### src/rtl/muldiv_unit.sv
// Iterative signed multiply/divide unit: one shift-add or restoring-divide step per
// cycle on operand magnitudes, with the sign fix-up applied when HI/LO are written.
module muldiv_unit #(
    parameter int WIDTH = 32
) (
    input  logic             clk,
    input  logic             rst,
    input  logic             start,
    input  logic [1:0]       op,
    input  logic [WIDTH-1:0] a,
    input  logic [WIDTH-1:0] b,
    output logic             busy,
    output logic             done,
    output logic [WIDTH-1:0] hi,
    output logic [WIDTH-1:0] lo,
    output logic [1:0]       state_dbg
);
    localparam int CW = $clog2(WIDTH + 1);

    typedef enum logic [1:0] {
        IDLE = 2'd0,
        CALC = 2'd1,
        FIX  = 2'd2
    } state_t;

    state_t state, state_nx;

    logic             is_div, sign_a, neg, b_zero;
    logic [WIDTH-1:0] mag_a, mag_b;
    logic [WIDTH:0]   acc;
    logic [WIDTH-1:0] q;
    logic [CW-1:0]    cnt;

    logic             accept;
    logic [WIDTH-1:0] mag_in_a, mag_in_b;
    logic [WIDTH:0]   add_sum, shifted, acc_nx;
    logic [WIDTH+1:0] trial;
    logic [WIDTH-1:0] q_nx;
    logic [2*WIDTH-1:0] prod, prod_s;
    logic [WIDTH-1:0] quo_s, rem_s, hi_nx, lo_nx;

    assign busy      = (state != IDLE);
    assign state_dbg = state;
    assign accept    = (state == IDLE) && start && (op == 2'b01 || op == 2'b10);

    // An unsigned WIDTH-bit magnitude holds |most-negative| exactly.
    assign mag_in_a = a[WIDTH-1] ? (~a + 1'b1) : a;
    assign mag_in_b = b[WIDTH-1] ? (~b + 1'b1) : b;

    always_ff @(posedge clk or posedge rst) begin
        if (rst) state <= IDLE;
        else     state <= state_nx;
    end

    always_comb begin
        state_nx = state;
        case (state)
            IDLE:    if (accept) state_nx = CALC;
            CALC:    if (cnt == CW'(WIDTH - 1)) state_nx = FIX;
            FIX:     state_nx = IDLE;
            default: state_nx = IDLE;
        endcase
    end

    // acc:q is the {upper,lower} product for mult and {remainder,quotient} for div.
    always_comb begin
        add_sum = q[0] ? (acc + {1'b0, mag_a}) : acc;
        shifted = {acc[WIDTH-1:0], q[WIDTH-1]};
        trial   = {1'b0, shifted} - {2'b00, mag_b};
        acc_nx  = {1'b0, add_sum[WIDTH:1]};
        q_nx    = {add_sum[0], q[WIDTH-1:1]};
        if (is_div) begin
            if (!trial[WIDTH+1]) begin
                acc_nx = trial[WIDTH:0];
                q_nx   = {q[WIDTH-2:0], 1'b1};
            end else begin
                acc_nx = shifted;
                q_nx   = {q[WIDTH-2:0], 1'b0};
            end
        end
    end

    always_comb begin
        prod   = {acc[WIDTH-1:0], q};
        prod_s = neg ? (~prod + 1'b1) : prod;
        quo_s  = neg ? (~q + 1'b1) : q;
        rem_s  = sign_a ? (~acc[WIDTH-1:0] + 1'b1) : acc[WIDTH-1:0];
        hi_nx  = prod_s[2*WIDTH-1:WIDTH];
        lo_nx  = prod_s[WIDTH-1:0];
        if (is_div) begin
            // Divide by zero leaves remainder = |a|, so hi already equals a.
            hi_nx = rem_s;
            lo_nx = b_zero ? '1 : quo_s;
        end
    end

    always_ff @(posedge clk or posedge rst) begin
        if (rst) begin
            is_div <= 1'b0;
            sign_a <= 1'b0;
            neg    <= 1'b0;
            b_zero <= 1'b0;
            mag_a  <= '0;
            mag_b  <= '0;
            acc    <= '0;
            q      <= '0;
            cnt    <= '0;
            hi     <= '0;
            lo     <= '0;
            done   <= 1'b0;
        end else begin
            done <= (state == FIX);
            if (accept) begin
                is_div <= (op == 2'b10);
                sign_a <= a[WIDTH-1];
                neg    <= a[WIDTH-1] ^ b[WIDTH-1];
                b_zero <= (b == '0);
                mag_a  <= mag_in_a;
                mag_b  <= mag_in_b;
                acc    <= '0;
                q      <= (op == 2'b10) ? mag_in_a : mag_in_b;
                cnt    <= '0;
            end else if (state == CALC) begin
                acc <= acc_nx;
                q   <= q_nx;
                cnt <= cnt + CW'(1);
            end else if (state == FIX) begin
                hi <= hi_nx;
                lo <= lo_nx;
            end
        end
    end
endmodule

### config.mk
export PLATFORM = sky130hd
export DESIGN_NAME = muldiv_unit
export DESIGN_NICKNAME = d
export VERILOG_FILES = /design/src/rtl/muldiv_unit.sv
export SDC_FILE = /design/constraint.sdc
export NUM_CORES = 1
export LEC_CHECK = 0
export BUFFER_PORTS_ARGS = -buffer_cell sky130_fd_sc_hd__clkbuf_2
export CORE_MARGIN = 3
export CORE_UTILIZATION = 52
export DETAILED_ROUTE_END_ITERATION = 8
export PLACE_DENSITY = 0.77
export SLEW_MARGIN = 20
export SYNTH_ARGS = -nofsm -noshare
export SYNTH_HDL_FRONTEND = slang
export SYNTH_SLANG_ARGS = --single-unit
### constraint.sdc
create_clock -name clk -period 9.8 [get_ports clk]
set_input_delay 0.49 -clock clk [delete_from_list [all_inputs] [get_ports clk]]
set_output_delay 0.49 -clock clk [all_outputs]
set_load 0.005 [all_outputs]
==> metrics <==
status finished, final reports clean; Max Cap Viol 0; row count 63; fmax 0.2243 GHz; final hold vios 0; cell chosen for the clock root clkbuf_16; setup repair bufs after CTS 0; vias per cell 6.541; Async SR Flop Fraction 100.0%; commonest non-fill, non-tap cell in the layout nand2_1; crit path kind flip-flop to flip-flop; pwr dens 430.3 nW/um^2; die footprint 33150 sq um; Post-Syn Area 16120 sq um; fin crit share 45.49%; post-layout min period 4.458 ns; setup_tns 0 ns; reg2reg end acc[20]; share of layout cells above drive strength 1 12.63%; Crit. End Element flip-flop; Worst Max-Slew Pin Slew 1.090 ns; CP startpoint kind flip-flop; wirelength, routed 56450 um; n_diodes 0; worst-case reg-to-reg path depth 9; post-DR wirelength/cell 23.05 um; Area Growth Syn to Fin 10.14%; sequential area share after synthesis 31.98%; Worst R2R Start acc[23]; destination of the critical timing path acc[20]; Top Ports 137; total CTS buffers 25; largest fanout on the critical path 19; vias 16020; final setup vio count 0; Post-Synthesis Cells 2000; RSZ-0062 raised after global routing false; hold crit path type input pin to async pin; Initial Util 53.53%; Routability Congestion 0.9961; number of gates resized after CTS 0; Mapped Nets 2141; clk sinks 206; setup slack, reg-to-reg 5.34 ns; Worst Path Arrival 4.88 ns; yosys warns 0; clock latency on the worst-skew pair 0.54 ns; first-pass GRT wire length 87220 um; synthesized flop and latch total 206; WP data required 10.22 ns; Final Total Pwr 7.639 mW; DRT iter0 DRCs 1962; Cell variety after synth 87; slew margin rel. 27.17%; post-DP HPWL 42150 um; Total GRT Usage 33.08%; H-tree depth 1; # hold bufs at CTS 0; Post-synth EDFFs 0; die height 182.1 um; core area 30110 sq um; Avg Synthesized Cell Area 8.060 sq um; CTS tree built; initial antenna violation count 3; clock buffer depth 3; Reg clk slew, reported paths 0.06 ns; Horiz. Die Dim 182.1 um; Post-route DRC 0; Max Slew Vio Count 0; number of global-route vias before repair 14920; total grt overflow 0; Worst VDD drop 186.5 uV; 1st-pass router iterations 6; Max Clock Skew 0.009610 ns; most frequent cells in the layout nand2_1 (263), dfrtp_1 (205), o21ai_0 (196), clkbuf_2 (136), a21oi_1 (135); largest net degree at the start of global routing 135; dominant synthesized flop cell dfrtp_1; total leakage power 7.707 nW; Critical Path Source acc[23]; buffers added on ports 136; final antenna-violating net count 0; net count reported at finish 2186
## report_power, final
group | leakage [nW] | internal (mW) | switching, mW
clock | 0.390 | 0.584 | 0.383
combinational | 4.69 | 1.89 | 3.08
sequential | 2.62 | 1.21 | 0.498
total | 7.71 | 3.68 | 3.96
## Yosys cell counts (18+ instances only)
master	count	area (sq um)
nand2_1	263	987.2
dfrtp_1	206	5155
o21ai_0	196	980.9
a21oi_1	137	685.7
nor2_1	132	495.5
clkbuf_1	114	427.9
xor2_1	80	700.7
xnor2_1	77	674.4
ha_1	70	875.8
inv_1	70	262.8
nand3_1	57	285.3
mux2i_1	46	460.4
nor3_1	46	230.2
o31ai_1	35	262.8
o211ai_1	33	247.7
a21o_1	26	195.2
a211oi_1	21	157.7
nand2b_1	20	125.1
o221ai_1	19	166.4
nor4_1	18	112.6
## critical path: stages (launching register included)
cell and delay [ns]:
dfrtp_1 0.51, ha_1 0.44, a21o_1 0.23, o21bai_1 0.22, a221o_1 0.44, or2_1 0.30
a311oi_4 0.83, nand2_1 0.69, a211o_1 0.43, a32o_1 0.25
## area by class of cell
type	count	area, sq um
sequential	206	5156
tap	390	488.0
clock inverter	12	175.2
clock buffer	29	660.6
multi-input combinational	1587	10190
inverter	72	277.8
timing repair buffer	153	808.3
fill	2784	12360
## routing by layer
layer	GRT usage [%]	up-vias	share of wire [%]
li1	-	7344	-
met1	46.51	7713	43
met2	50.56	809	43
met3	4.186	150	7.8
met4	16.15	4	5.9
met5	0	-	0.043
## per-stage QoR
step	hold WS [ns]	util [%]	setup slack, ns	instances	area, sq um
finish	0.1445	58.96	5.342	2449	17750
global route	0.2377	58.96	5.101	2449	17750
CTS	0.2183	58.96	5.436	2449	17750
detailed placement	0.4701	56.18	5.464	2408	16920
global placement	0.4608	56.18	5.545	2408	16920
floorplan	0.4498	-	3.686	2000	16120
## logic make-up after synthesis
logic type,synth area share (%)
AOI/OAI and AO/OA,25.58
xor gates and xnor gates,8.531
adders and majority gates,5.682
buffers and inverters,5.022
DFF,31.98
muxes,3.625
and+or+nand+nor,19.58
## how the worst min path moves through the flow
| stage | depth (start not counted) | startpoint | endpoint |
|---|---|---|---|
| after detailed placement | 2 | hi[5] | hi[5] |
| after floorplan | 2 | mag_b[14] | mag_b[14] |
| after CTS | 2 | rst | cnt[2] |
| after global routing | 2 | rst | cnt[4] |
| final | 2 | rst | cnt[5] |
| after global placement | 2 | hi[8] | hi[8] |
## registers in the layout, summed over array words and instances, names as in the netlist, 2 cells and up
signal / cells
mag_a: 32
state_dbg: 2
acc: 33
hi: 32
cnt: 6
lo: 32
mag_b: 32
q: 32
(Power assumes the default switching activity.)
